`src/rtl/alu_pkg.sv`:
```
`default_nettype none
// ============================================================================
// Module   : alu_pkg
// Brief    : Shared ALUSel codes, opcode/funct constants and decode payload.
// Revision : 1.0 - initial release
// ============================================================================
package alu_pkg;

    localparam int C_XLEN = 32;

    typedef enum logic [3:0] {
        ALU_ADD  = 4'd0,
        ALU_SUB  = 4'd1,
        ALU_SLL  = 4'd2,
        ALU_SLT  = 4'd3,
        ALU_SLTU = 4'd4,
        ALU_XOR  = 4'd5,
        ALU_SRA  = 4'd6,
        ALU_SRL  = 4'd7,
        ALU_OR   = 4'd8,
        ALU_AND  = 4'd9
    } alusel_e;

    localparam logic [6:0] C_OPC_OP     = 7'b0110011;
    localparam logic [6:0] C_OPC_OP_IMM = 7'b0010011;
    localparam logic [6:0] C_OPC_LUI    = 7'b0110111;
    localparam logic [6:0] C_OPC_AUIPC  = 7'b0010111;

    localparam logic [2:0] C_F3_ADD  = 3'b000;
    localparam logic [2:0] C_F3_SLL  = 3'b001;
    localparam logic [2:0] C_F3_SLT  = 3'b010;
    localparam logic [2:0] C_F3_SLTU = 3'b011;
    localparam logic [2:0] C_F3_XOR  = 3'b100;
    localparam logic [2:0] C_F3_SR   = 3'b101;
    localparam logic [2:0] C_F3_OR   = 3'b110;
    localparam logic [2:0] C_F3_AND  = 3'b111;

    localparam logic [6:0] C_F7_BASE = 7'b0000000;
    localparam logic [6:0] C_F7_ALT  = 7'b0100000;

    typedef enum logic [1:0] {
        ST_EMPTY = 2'd0,
        ST_FULL  = 2'd1,
        ST_SKID  = 2'd2
    } skid_state_e;

    typedef struct packed {
        logic [C_XLEN-1:0] a;
        logic [C_XLEN-1:0] b;
        alusel_e           alusel;
        logic [4:0]        rd;
        logic              illegal;
    } dec_payload_t;

    function automatic logic [C_XLEN-1:0] sext12(input logic [11:0] imm);
        return {{(C_XLEN-12){imm[11]}}, imm};
    endfunction

    // ALT selects the subtract / arithmetic-shift variant of funct3 000 / 101.
    function automatic alusel_e f3_to_sel(input logic [2:0] f3, input logic alt);
        alusel_e sel;
        case (f3)
            C_F3_ADD:  sel = alt ? ALU_SUB : ALU_ADD;
            C_F3_SLL:  sel = ALU_SLL;
            C_F3_SLT:  sel = ALU_SLT;
            C_F3_SLTU: sel = ALU_SLTU;
            C_F3_XOR:  sel = ALU_XOR;
            C_F3_SR:   sel = alt ? ALU_SRA : ALU_SRL;
            C_F3_OR:   sel = ALU_OR;
            default:   sel = ALU_AND;
        endcase
        return sel;
    endfunction

endpackage
`default_nettype wire

```
`src/rtl/alu_dec_comb.sv`:
```
`default_nettype none
// ============================================================================
// Module   : alu_dec_comb
// Brief    : Combinational R/I-type decode into ALU operands and ALUSel.
//            Optional LUI/AUIPC decode enabled by macro ALU_DEC_UIMM_EN.
// Revision : 1.0 - initial release
// ============================================================================
module alu_dec_comb
    import alu_pkg::*;
(
    input  logic [31:0]       i_instr,
    input  logic [C_XLEN-1:0] i_pc,
    input  logic [C_XLEN-1:0] i_rs1,
    input  logic [C_XLEN-1:0] i_rs2,
    output dec_payload_t      o_dec
);

    logic [6:0]        w_opcode;
    logic [2:0]        w_funct3;
    logic [6:0]        w_funct7;
    logic              w_legal;
    logic              w_is_shift;
    logic [C_XLEN-1:0] w_a;
    logic [C_XLEN-1:0] w_b;
    alusel_e           w_sel;

    assign w_opcode   = i_instr[6:0];
    assign w_funct3   = i_instr[14:12];
    assign w_funct7   = i_instr[31:25];
    assign w_is_shift = (w_funct3 == C_F3_SLL) || (w_funct3 == C_F3_SR);

    // Register-number fields are resolved upstream; rs1 index is never needed here.
    logic w_unused_rs1_idx;
    assign w_unused_rs1_idx = ^i_instr[19:15];

`ifndef ALU_DEC_UIMM_EN
    logic w_unused_pc;
    assign w_unused_pc = ^i_pc;
`endif

    always_comb begin
        w_legal = 1'b0;
        w_a     = '0;
        w_b     = '0;
        w_sel   = ALU_ADD;
        case (w_opcode)
            C_OPC_OP: begin
                w_a     = i_rs1;
                w_b     = i_rs2;
                w_sel   = f3_to_sel(w_funct3, w_funct7 == C_F7_ALT);
                w_legal = (w_funct7 == C_F7_BASE) ||
                          ((w_funct7 == C_F7_ALT) &&
                           ((w_funct3 == C_F3_ADD) || (w_funct3 == C_F3_SR)));
            end
            C_OPC_OP_IMM: begin
                w_a   = i_rs1;
                w_b   = w_is_shift ? {27'b0, i_instr[24:20]} : sext12(i_instr[31:20]);
                w_sel = f3_to_sel(w_funct3,
                                  (w_funct3 == C_F3_SR) && (w_funct7 == C_F7_ALT));
                if (w_funct3 == C_F3_SLL) begin
                    w_legal = (w_funct7 == C_F7_BASE);
                end else if (w_funct3 == C_F3_SR) begin
                    w_legal = (w_funct7 == C_F7_BASE) || (w_funct7 == C_F7_ALT);
                end else begin
                    w_legal = 1'b1;
                end
            end
`ifdef ALU_DEC_UIMM_EN
            C_OPC_LUI: begin
                w_a     = '0;
                w_b     = {i_instr[31:12], 12'b0};
                w_sel   = ALU_ADD;
                w_legal = 1'b1;
            end
            C_OPC_AUIPC: begin
                w_a     = i_pc;
                w_b     = {i_instr[31:12], 12'b0};
                w_sel   = ALU_ADD;
                w_legal = 1'b1;
            end
`endif
            default: w_legal = 1'b0;
        endcase
    end

    // Illegal entries carry only rd and the flag so the ALU sees a benign ADD 0,0.
    always_comb begin
        o_dec         = '0;
        o_dec.rd      = i_instr[11:7];
        o_dec.illegal = ~w_legal;
        if (w_legal) begin
            o_dec.a      = w_a;
            o_dec.b      = w_b;
            o_dec.alusel = w_sel;
        end
    end

endmodule
`default_nettype wire

```
`src/rtl/alu_decoder.sv`:
```
`default_nettype none
// ============================================================================
// Module   : alu_decoder
// Brief    : Decoder front-end with 2-entry skid buffer toward the ALU.
//            Macro ALU_DEC_UIMM_EN enables LUI/AUIPC decode.
// Revision : 1.0 - initial release
// ============================================================================
module alu_decoder
    import alu_pkg::*;
#(
    parameter int XLEN = 32
) (
    input  logic            clk,
    input  logic            reset,
    input  logic            in_valid,
    output logic            in_ready,
    input  logic [31:0]     in_instr,
    input  logic [XLEN-1:0] in_pc,
    input  logic [XLEN-1:0] in_rs1,
    input  logic [XLEN-1:0] in_rs2,
    output logic            out_valid,
    input  logic            out_ready,
    output logic [XLEN-1:0] out_a,
    output logic [XLEN-1:0] out_b,
    output logic [3:0]      out_alusel,
    output logic [4:0]      out_rd,
    output logic            out_illegal
);

    skid_state_e  state_q, state_d;
    dec_payload_t out_q,   out_d;
    dec_payload_t skid_q,  skid_d;
    dec_payload_t w_dec;
    logic         w_in_fire;
    logic         w_out_fire;

    alu_dec_comb u_dec (
        .i_instr (in_instr),
        .i_pc    (in_pc),
        .i_rs1   (in_rs1),
        .i_rs2   (in_rs2),
        .o_dec   (w_dec)
    );

    assign in_ready   = (state_q != ST_SKID) && !reset;
    assign out_valid  = (state_q != ST_EMPTY);
    assign w_in_fire  = in_valid && in_ready;
    assign w_out_fire = out_valid && out_ready;

    always_ff @(posedge clk or posedge reset) begin
        if (reset) begin
            state_q <= ST_EMPTY;
            out_q   <= '0;
            skid_q  <= '0;
        end else begin
            state_q <= state_d;
            out_q   <= out_d;
            skid_q  <= skid_d;
        end
    end

    // The output register always holds the oldest entry; skid holds the younger one.
    always_comb begin
        state_d = state_q;
        out_d   = out_q;
        skid_d  = skid_q;
        case (state_q)
            ST_EMPTY: begin
                if (w_in_fire) begin
                    out_d   = w_dec;
                    state_d = ST_FULL;
                end
            end
            ST_FULL: begin
                if (w_in_fire && w_out_fire) begin
                    out_d = w_dec;
                end else if (w_in_fire) begin
                    skid_d  = w_dec;
                    state_d = ST_SKID;
                end else if (w_out_fire) begin
                    state_d = ST_EMPTY;
                end
            end
            ST_SKID: begin
                if (w_out_fire) begin
                    out_d   = skid_q;
                    state_d = ST_FULL;
                end
            end
            default: state_d = ST_EMPTY;
        endcase
    end

    assign out_a       = out_q.a;
    assign out_b       = out_q.b;
    assign out_alusel  = out_q.alusel;
    assign out_rd      = out_q.rd;
    assign out_illegal = out_q.illegal;

endmodule
`default_nettype wire

```
`config.mk`:
```
export PLATFORM = sky130hd
export DESIGN_NAME = alu_decoder
export DESIGN_NICKNAME = d
export VERILOG_FILES = /design/src/rtl/alu_pkg.sv /design/src/rtl/alu_dec_comb.sv /design/src/rtl/alu_decoder.sv
export SDC_FILE = /design/constraint.sdc
export NUM_CORES = 1
export LEC_CHECK = 0
export ABC_AREA = 0
export BUFFER_PORTS_ARGS = -buffer_cell sky130_fd_sc_hd__buf_2
export CAP_MARGIN = 40
export CORE_AREA = 3 3 120 146
export CTS_CLUSTER_SIZE = 40
export DETAILED_ROUTE_END_ITERATION = 8
export DIE_AREA = 0 0 123 149
export PLACE_DENSITY = 0.76
export REMOVE_ABC_BUFFERS = 1
export SYNTH_ARGS = -nofsm -noshare
export SYNTH_HDL_FRONTEND = slang
export SYNTH_HIERARCHICAL = 1
export SYNTH_SLANG_ARGS = --single-unit
export TNS_END_PERCENT = 30
```
`constraint.sdc`:
```
create_clock -name clk -period 4.8 [get_ports clk]
set_input_delay 0.72 -clock clk [delete_from_list [all_inputs] [get_ports clk]]
set_output_delay 0.72 -clock clk [all_outputs]
set_load 0.005 [all_outputs]
```
==> impl_metrics.csv, run 1 <==
group,metric,value,unit
finish,num-nets-final,860,
synth,syn_area_per_cell,13.4,um2
clock_tree,htreeDepth,4,
clock_tree,cts_sinks,150,
grt,grt_pass1_vias,5793,
clock_tree,cts_buffers,17,
power_and_ir_drop,pwr-share-seq,0.456,
status,status,"finished, final reports clean",
flow_run,maxCapViolations,0,
routing,drc,0,
worst_setup_path,worstPathArrival,3.35,ns
timing,tns,0,ns
clock_tree,cts_tree,"built",
routing,ant_nets,0,
placed_design,dp_hpwl,11.9,mm
finish,layout_commonest_cell,"buf_2",
timing,hold_violations,0,
placed_design,portBuffers,170,
timing,worst_pin_slew,0.662,ns
worst_setup_path,critical_path_required,5.10,ns
clock_tree,insertion_delay,0.41,ns
routing,num_vias,5237,
routing,firstDrtPassIters,4,
worst_setup_path,startpoint_type,"input port",
timing,finalCritPeriodShare,0.636,
placed_design,dp_slack,1.31,ns
timing,rsz0062_at_grt,"no",
power_and_ir_drop,peakVddDrop,0.000167,V
power_and_ir_drop,comb_power_share,0.108,
clock_tree,post_cts_resized,0,
routing,drtIter0Drc,226,
min_path,hp-class,"in -> async",
timing,fmax,0.328,GHz
die,die-height,149,um
synth,synth_area_leader_cell,"dfrtp_1",
finish,drive_gt1_frac,0.600,
synth,syn-cell-area,7740,um2
power_and_ir_drop,power_density,315,nW/um2
grt,grt_max_degree,63,
die,die_area,18300,um2
finish,antenna_cells,0,
synth,yosysWarnings,6,
synth,netlist.area_leader.share,0.485,
grt,grt_pass1_wl,29.1,mm
die,std_cell_rows,51,
finish,final_cell_mix,"buf_2, mux2_2, dfrtp_1, mux2_4, and3_1",
power_and_ir_drop,swShare,0.242,
power_and_ir_drop,clockPowerShare,0.436,
power_and_ir_drop,p_sw,705,uW
synth,synth_ff_type,"dfrtp_1",
timing,setup_slack,1.75,ns
clock_tree,clock_path_buffers,2,
die,fp.dieW,123,um
grt,antenna_found_initial,0,
timing,setup_viol,0,
power_and_ir_drop,leakage,4.93,nW
routing,avgRoutedWirePerCell,18.7,um
synth,syn_inst,578,
synth,async_flop_share,1.00,
timing,slew_headroom,0.559,
grt,track_usage,0.201,
placed_design,gp_congestion,0.776,
worst_setup_path,cp_max_fo,33,
synth,synth-edff-count,0,
clock_tree,root_buffer,"clkbuf_16",
worst_setup_path,end_kind,"flop",
synth,synth_area_leaders,"dfrtp_1, mux2_2, mux2_4, and3_1, a211oi_1",
synth,seq_area_frac_synth,0.485,
die,core-area,16100,um2
clock_tree,hold_buffers,0,
clock_tree,cts_setup_buffers,0,
finish,stdcell_area,9240,um2
finish,syn_to_final_growth,19.4,%
placed_design,dpl-instance-area,8680,um2
power_and_ir_drop,p_int,2.20,mW
synth,synth-seq-cells,150,
clock_tree,clkSlewWorstSetupHoldPaths,0.06,ns
synth,synth_cell_types,40,
die,initial_core_util,0.479,
grt,grt_overflow_total,0,
timing,period_minus_slack,3.05,ns
die,io_pins,208,
timing,fin_worst_skew,0.00556,ns
timing,maxSlewViolCount,0,
worst_setup_path,path_class,"in -> reg",
routing,vias_per_cell,5.50,
routing,finalWirelength,17.8,mm
==> cell families after synthesis <==
family                 synth area share
AND/OR/NAND/NOR                  0.0750
AO/OA/AOI/OAI                    0.0422
XOR/XNOR                        0.00113
flip-flops                        0.485
multiplexers                      0.353
buffers and inverters            0.0430
==> metrics by stage <==
step                      power [mW]  std cells  hold slack (ns)  utilization
after global placement          1.65        919            0.481        0.535
final                           2.91        952            0.411        0.572
after CTS                       2.95        952            0.417        0.572
after floorplan                 1.55        529            0.474            -
after detailed placement        1.67        921            0.488        0.537
after global routing            3.03        952            0.436        0.572
==> power groups by stage <==
stage	sequential, mW	combinational, mW	clock, mW
after floorplan	1.34	0.206	0
after global placement	1.35	0.309	0
after detailed placement	1.35	0.318	0
after CTS	1.33	0.319	1.30
after global routing	1.33	0.341	1.36
final	1.33	0.313	1.27
==> sequential cells by signal, indices dropped and copies added, names as in the netlist <==
register / flops
skid_q: 74
out_b: 32
state_q: 2
out_alusel: 4
out_illegal: 1
out_rd: 5
out_a: 32
==> critical path: stages <==
cell and delay, ns:
buf_2 0.45, inv_1 0.39, nor3_2 0.50, a22o_2 0.59, nand2_1 0.15, mux2_2 0.28, mux2_2 0.26
==> final cells by class <==
type / count / area [um2]
clock buffer: 20 / 467
clock inverter: 11 / 98.8
fill: 1334 / 6900
inverter: 4 / 20.0
multi-input combinational: 375 / 3670
sequential: 150 / 3750
tap: 212 / 265
timing repair buffer: 180 / 962
==> per-layer routing <==
metal  global-route usage  part of all wire  up-vias
li1                     -                 -     2385
met1                0.242              0.42     2669
met2                0.344              0.50      158
met3               0.0577             0.066       25
met4               0.0704             0.019        0
met5                    0                 0        -
==> Yosys cell counts (2+ instances only) <==
library cell / n
buf_6: 3
or2_2: 2
mux2_2: 162
nor2b_1: 5
buf_2: 15
dfrtp_1: 150
o41ai_1: 2
nor2_1: 6
nand2_1: 25
nand3_1: 11
buf_4: 6
a21oi_1: 11
o21ai_0: 3
nand2b_1: 3
clkbuf_2: 2
a211oi_1: 22
nand4_1: 2
buf_8: 6
mux2_4: 60
clkbuf_1: 16
inv_1: 4
nor3_1: 8
and3_1: 37
==> path summary, 6_finish.rpt <==
kind                                        start                         to  slack [ns]  cells after the start
max                                   in_instr[5]    out_illegal$_DFFE_PP0P_        1.75                      7
min                                         reset      skid_q[1]$_DFFE_PP0P_        0.41                      2
max reg2reg                state_q[0]$_DFFE_PP0P_      out_a[31]$_DFFE_PP0P_        2.31                      4
min reg2reg                skid_q[11]$_DFFE_PP0P_     skid_q[11]$_DFFE_PP0P_        0.50                      1
max in group asynchronous                   reset  out_alusel[1]$_DFFE_PP0P_        3.39                      3
min in group clk           skid_q[11]$_DFFE_PP0P_     skid_q[11]$_DFFE_PP0P_        0.50                      1
No activity file was read; power rests on OpenSTA's default activity.
==> run 2, diff against run 1 <==
--- a/config.mk
+++ b/config.mk
@@ -5,14 +5,14 @@
 export SDC_FILE = /design/constraint.sdc
 export NUM_CORES = 1
 export LEC_CHECK = 0
-export ABC_AREA = 0
+export ABC_AREA = 1
 export BUFFER_PORTS_ARGS = -buffer_cell sky130_fd_sc_hd__buf_2
 export CAP_MARGIN = 40
-export CORE_AREA = 3 3 120 146
+export CORE_AREA = 3 3 119 144
 export CTS_CLUSTER_SIZE = 40
 export DETAILED_ROUTE_END_ITERATION = 8
-export DIE_AREA = 0 0 123 149
-export PLACE_DENSITY = 0.76
+export DIE_AREA = 0 0 122 147
+export PLACE_DENSITY = 0.75
 export REMOVE_ABC_BUFFERS = 1
 export SYNTH_ARGS = -nofsm -noshare
 export SYNTH_HDL_FRONTEND = slang
==> constraint.sdc (replaced) <==
create_clock -name clk -period 3.2 [get_ports clk]
set_input_delay 0.48 -clock clk [delete_from_list [all_inputs] [get_ports clk]]
set_output_delay 0.48 -clock clk [all_outputs]
set_load 0.005 [all_outputs]
==> impl_metrics.csv, run 2 <==
group,metric,value,unit
worst_setup_path,cp-startpoint,"in_instr[3]",
timing,finalCritPeriodShare,0.703,
placed_design,dp_hpwl,12.0,mm
worst_setup_path,end_kind,"flop",
timing,setup_viol,0,
worst_setup_path,r2r-end,"out_b[28]$_DFFE_PP0P_",
synth,synth_cell_types,25,
die,io_pins,208,
finish,fin_cells,1443,
routing,drc,0,
routing,vias_per_cell,4.98,
finish,num-nets-final,1355,
synth,synth_area_leaders,"dfrtp_1, nand2_1, o21ai_0, inv_1, nand3_1",
finish,stdcell_area,9390,um2
synth,yosysWarnings,6,
worst_setup_path,r2r_setup_slack,1.14,ns
timing,fin_worst_skew,0.00789,ns
grt,grt_pass1_vias,6713,
timing,setup_slack,0.952,ns
worst_setup_path,startpoint_type,"input port",
clock_tree,root_buffer,"clkbuf_16",
status,status,"finished, final reports clean",
timing,hold_violations,0,
synth,synth_area_leader_cell,"dfrtp_1",
timing,period_minus_slack,2.25,ns
worst_setup_path,crit_slowest_cell,"buf_12",
die,std_cell_rows,50,
synth,netlist.area_leader.share,0.476,
worst_setup_path,r2r_start,"state_q[1]$_DFFE_PP0P_",
die,core-area,15700,um2
clock_tree,insertion_delay,0.42,ns
worst_setup_path,r2r_cells,7,
placed_design,dp_slack,0.543,ns
placed_design,gp_congestion,0.792,
timing,rsz0062_at_grt,"no",
finish,antenna_cells,0,
timing,worst_pin_slew,0.853,ns
clock_tree,cts_setup_buffers,0,
placed_design,dpl-instance-area,8760,um2
timing,fmax,0.445,GHz
clock_tree,cts_sinks,150,
worst_setup_path,crit_path_frequent_cell,"nand2_1",
clock_tree,hold_buffers,0,
worst_setup_path,cp_max_fo,50,
worst_setup_path,cpPeakStageDelay,0.33,ns
timing,holdWs,0.256,ns
grt,track_usage,0.220,
grt,grt_overflow_total,0,
routing,num_vias,7187,
routing,ant_nets,0,
routing,firstDrtPassIters,6,
grt,antenna_found_initial,0,
finish,final_cell_mix,"nand2_1, buf_2, dfrtp_1, o21ai_0, inv_1",
flow_run,maxCapViolations,0,
finish,largest_reg_flops,74,
synth,synth-seq-cells,150,
synth,ys_top_cells_by_count,"nand2_1, dfrtp_1, o21ai_0",
die,fp.dieW,122,um
clock_tree,clkSlewWorstSetupHoldPaths,0.06,ns
power_and_ir_drop,leakage,4.77,nW
worst_setup_path,critical_path_required,3.55,ns
power_and_ir_drop,finalPower,5.25,mW
finish,fill_cells,1479,
finish,layout_commonest_cell,"nand2_1",
routing,avgRoutedWirePerCell,13.3,um
synth,syn-cell-area,7890,um2
finish,syn_to_final_growth,19.1,%
clock_tree,cts_buffers,17,
clock_tree,htreeDepth,4,
clock_tree,clock_path_buffers,2,
grt,grt_max_degree,151,
power_and_ir_drop,peakVddDrop,0.000297,V
routing,drtIter0Drc,509,
synth,seq_area_frac_synth,0.476,
synth,synth_ff_type,"dfrtp_1",
worst_setup_path,setup.worst_path.end,"out_a[11]$_DFFE_PP0P_",
placed_design,dp_cells,1412,
worst_setup_path,worstPathArrival,2.60,ns
routing,finalWirelength,19.2,mm
worst_setup_path,path_class,"in -> reg",
die,die_area,17900,um2
grt,grt_pass1_wl,32.1,mm
die,die-height,147,um
synth,syn_area_per_cell,7.20,um2
placed_design,portBuffers,170,
synth,async_flop_share,1.00,
synth,synth-edff-count,0,
timing,maxSlewViolCount,0,
min_path,hp-class,"in -> async",
finish,final_util,0.598,
clock_tree,cts_tree,"built",
synth,yosysMostFrequentCell,"nand2_1",
synth,syn_inst,1095,
finish,drive_gt1_frac,0.195,
power_and_ir_drop,power_density,559,nW/um2
timing,tns,0,ns
finish,top_register,"skid_q",
die,initial_core_util,0.502,
clock_tree,post_cts_resized,0,
worst_setup_path,path_cells,"buf_2, nor3_4, nand2_2, nor2_4, nand2_1, nand2_1, clkinv_2, buf_12, nor2_1, nand2_1, o21ai_0, nand3_1, nand2_1",
timing,slew_headroom,0.431,
## run 2: cell types whose count changed in the layout (fill, tap and decap cells not counted), sizes merged, moves of 6 or more
cell,change
a211oi,-22
a21oi,-8
nand2,+397
mux2,-222
o21ai,+145
and3,-37
nand3,+68
inv,+114
nor3,-6
nand4,+6
nor2,+77
## run 2: final cells by class
cell class	instances	area [um2]	share of cell area
tap	208	260	0.0277
sequential	150	3750	0.400
timing repair buffer	185	1030	0.109
clock inverter	11	173	0.0184
multi-input combinational	749	3270	0.348
inverter	120	457	0.0486
clock buffer	20	457	0.0486
## run 2: cell families after synthesis
kind of cell,Yosys count,synth area share
flops,150,0.476
simple gates,595,0.314
buf+inv,196,0.111
compound gates,154,0.0987
## run 2: how the worst min path moves through the flow
stage | startpoint | to | slack, ns | depth (start not counted)
final | reset | state_q[1]$_DFFE_PP0P_ | 0.26 | 3
after global routing | out_ready | state_q[1]$_DFFE_PP0P_ | 0.28 | 2
after CTS | out_ready | state_q[1]$_DFFE_PP0P_ | 0.25 | 2
after detailed placement | out_a[31]$_DFFE_PP0P_ | out_a[31]$_DFFE_PP0P_ | 0.45 | 2
after global placement | out_a[28]$_DFFE_PP0P_ | out_a[28]$_DFFE_PP0P_ | 0.45 | 2
after floorplan | out_a[0]$_DFFE_PP0P_ | out_a[0]$_DFFE_PP0P_ | 0.47 | 2
## run 2: critical path: cells and delay by family
family,cells,cell delay [ns]
AND/OR/NAND/NOR,9,1.25
buffers and inverters,3,0.72
AO/OA/AOI/OAI,1,0.11
## run 2: metal layers
layer | GRT usage | up-vias | wire [um]
met5 | 0 | - | 0
met4 | 0.0611 | 0 | 139
met3 | 0.0458 | 11 | 1020
met2 | 0.377 | 200 | 9530
met1 | 0.281 | 3341 | 8480
li1 | - | 3635 | -
## run 2: where the power goes
group	switching (mW)	leakage (nW)	internal, mW	total [mW]
combinational	0.507	2.46	0.263	0.770
clock	0.789	0.295	1.35	2.13
sequential	0.104	2.02	2.24	2.34
total	1.40	4.77	3.85	5.25
==> run 3, diff against run 2 <==
==> constraint.sdc (replaced) <==
create_clock -name clk -period 2.3 [get_ports clk]
set_input_delay 0.345 -clock clk [delete_from_list [all_inputs] [get_ports clk]]
set_output_delay 0.345 -clock clk [all_outputs]
set_load 0.005 [all_outputs]
==> impl_metrics.csv, run 3 (synthesis gave the netlist of run 2 again) <==
group,metric,value,unit
finish,top_register,"skid_q",
flow_run,maxCapViolations,0,
grt,grt_pass1_vias,6898,
timing,hold_violations,0,
power_and_ir_drop,peakVddDrop,0.000393,V
finish,fin_cells,1442,
timing,fmax,0.586,GHz
clock_tree,insertion_delay,0.41,ns
worst_setup_path,r2r_cells,5,
clock_tree,clkSlewWorstSetupHoldPaths,0.07,ns
worst_setup_path,r2r_setup_slack,0.59,ns
finish,syn_to_final_growth,19.7,%
die,core-area,15700,um2
placed_design,dp_cells,1411,
power_and_ir_drop,p_int,5.41,mW
power_and_ir_drop,p_sw,1.94,mW
die,die_area,17900,um2
grt,track_usage,0.219,
timing,maxSlewViolCount,0,
power_and_ir_drop,power_density,778,nW/um2
die,fp.dieW,122,um
timing,period_minus_slack,1.71,ns
finish,num-nets-final,1354,
routing,drc,0,
worst_setup_path,path_class,"reg -> reg",
placed_design,portBuffers,170,
timing,finalCritPeriodShare,0.742,
worst_setup_path,r2r-end,"skid_q[11]$_DFFE_PP0P_",
routing,drtIter0Drc,550,
clock_tree,cts_sinks,150,
placed_design,dp_hpwl,11.1,mm
min_path,min_to,"state_q[1]$_DFFE_PP0P_",
min_path,holdPathStages,2,
worst_setup_path,end_kind,"flop",
timing,slew_headroom,0.452,
clock_tree,post_cts_resized,0,
placed_design,gp_congestion,0.799,
clock_tree,htreeDepth,4,
power_and_ir_drop,leakage,4.79,nW
clock_tree,hold_buffers,0,
die,io_pins,208,
worst_setup_path,startpoint_type,"flop",
finish,layout_commonest_cell,"nand2_1",
timing,rsz0062_at_grt,"no",
finish,antenna_cells,0,
routing,ant_nets,0,
power_and_ir_drop,swShare,0.264,
timing,worst_pin_slew,0.823,ns
clock_tree,root_buffer,"clkbuf_16",
grt,grt_max_degree,151,
min_path,hp-start,"out_ready",
clock_tree,cts_tree,"built",
routing,finalWirelength,19.0,mm
die,std_cell_rows,50,
routing,avgRoutedWirePerCell,13.2,um
worst_setup_path,critical_path_required,2.57,ns
power_and_ir_drop,comb_power_share,0.146,
clock_tree,cts_setup_buffers,0,
worst_setup_path,r2r_start,"state_q[1]$_DFFE_PP0P_",
grt,antenna_found_initial,0,
status,status,"finished, final reports clean",
die,die-height,147,um
grt,grt_pass1_wl,32.2,mm
power_and_ir_drop,pwr-share-seq,0.443,
finish,final_cell_mix,"nand2_1, buf_2, dfrtp_1, o21ai_0, inv_1",
routing,vias_per_cell,4.99,
worst_setup_path,worstPathArrival,1.97,ns
min_path,hp-class,"in -> reg",
finish,final_util,0.601,
grt,grt_overflow_total,0,
timing,fin_worst_skew,0.00927,ns
finish,drive_gt1_frac,0.194,
worst_setup_path,cp_max_fo,148,
clock_tree,cts_buffers,17,
routing,firstDrtPassIters,4,
finish,largest_reg_flops,74,
clock_tree,clock_path_buffers,2,
die,initial_core_util,0.502,
power_and_ir_drop,clockPowerShare,0.411,
timing,setup_viol,0,
routing,num_vias,7189,
==> run 3: changes by cell type in the layout (fill, tap and decap cells not counted) <==
| cell | delta |
|---|---|
| buf_4 | -5 |
| buf_12 | +4 |
| clkbuf_8 | -2 |
| clkinv_2 | +2 |
| bufinv_16 | +1 |
| inv_6 | -1 |
==> run 3: worst max-delay path by stage <==
| stage | start | to | cells past startpoint |
|---|---|---|---|
| floorplan | reset | out_a[0]$_DFFE_PP0P_ | 6 |
| global placement | in_instr[31] | out_b[13]$_DFFE_PP0P_ | 15 |
| detailed placement | in_instr[31] | out_b[13]$_DFFE_PP0P_ | 15 |
| CTS | state_q[1]$_DFFE_PP0P_ | skid_q[11]$_DFFE_PP0P_ | 5 |
| global route | in_instr[26] | out_a[7]$_DFFE_PP0P_ | 15 |
| finish | state_q[1]$_DFFE_PP0P_ | skid_q[11]$_DFFE_PP0P_ | 5 |
==> run 3: routing by layer <==
metal,wire length (um),GRT usage,up-vias
met1,8470,0.280,3309
met4,371,0.0863,0
li1,-,-,3641
met5,0,0,-
met2,9240,0.372,206
met3,883,0.0347,33
==> run 3: critical path, cell delays in order, from the launching register on <==
cell	delay [ns]
dfrtp_1	0.44
nor2_1	0.16
nand2_1	0.12
nor2_4	0.14
buf_12	0.41
o21ai_0	0.19
==> run 3: area by class of cell <==
cell class                 instances  area (um2)
clock buffer                      18         429
clock inverter                    13         204
fill                            1433        6260
inverter                         120         457
multi-input combinational        749        3270
sequential                       150        3750
tap                              208         260
timing repair buffer             184        1070
==> run 3: through the flow <==
stage | hold WS (ns) | total power [mW] | area (um2) | setup slack (ns) | TNS (ns)
2_1_floorplan | 0.456 | 3.93 | 7460 | -4.51 | -662.59
3_3_place_gp | 0.449 | 4.33 | 8810 | 0.263 | 0
3_5_place_dp | 0.453 | 4.39 | 8810 | 0.252 | 0
4_1_cts | 0.114 | 7.43 | 9440 | 0.621 | 0
5_1_grt | 0.132 | 7.75 | 9440 | 0.425 | 0
6_report | 0.139 | 7.35 | 9440 | 0.593 | 0
==> run 3: power by group through the flow <==
stage          combinational, mW  sequential, mW  clock, mW
6_report                    1.07            3.26       3.02
5_1_grt                     1.26            3.31       3.18
4_1_cts                     1.09            3.26       3.08
3_5_place_dp                1.08            3.31          0
3_3_place_gp                1.04            3.29          0
2_1_floorplan              0.646            3.29          0
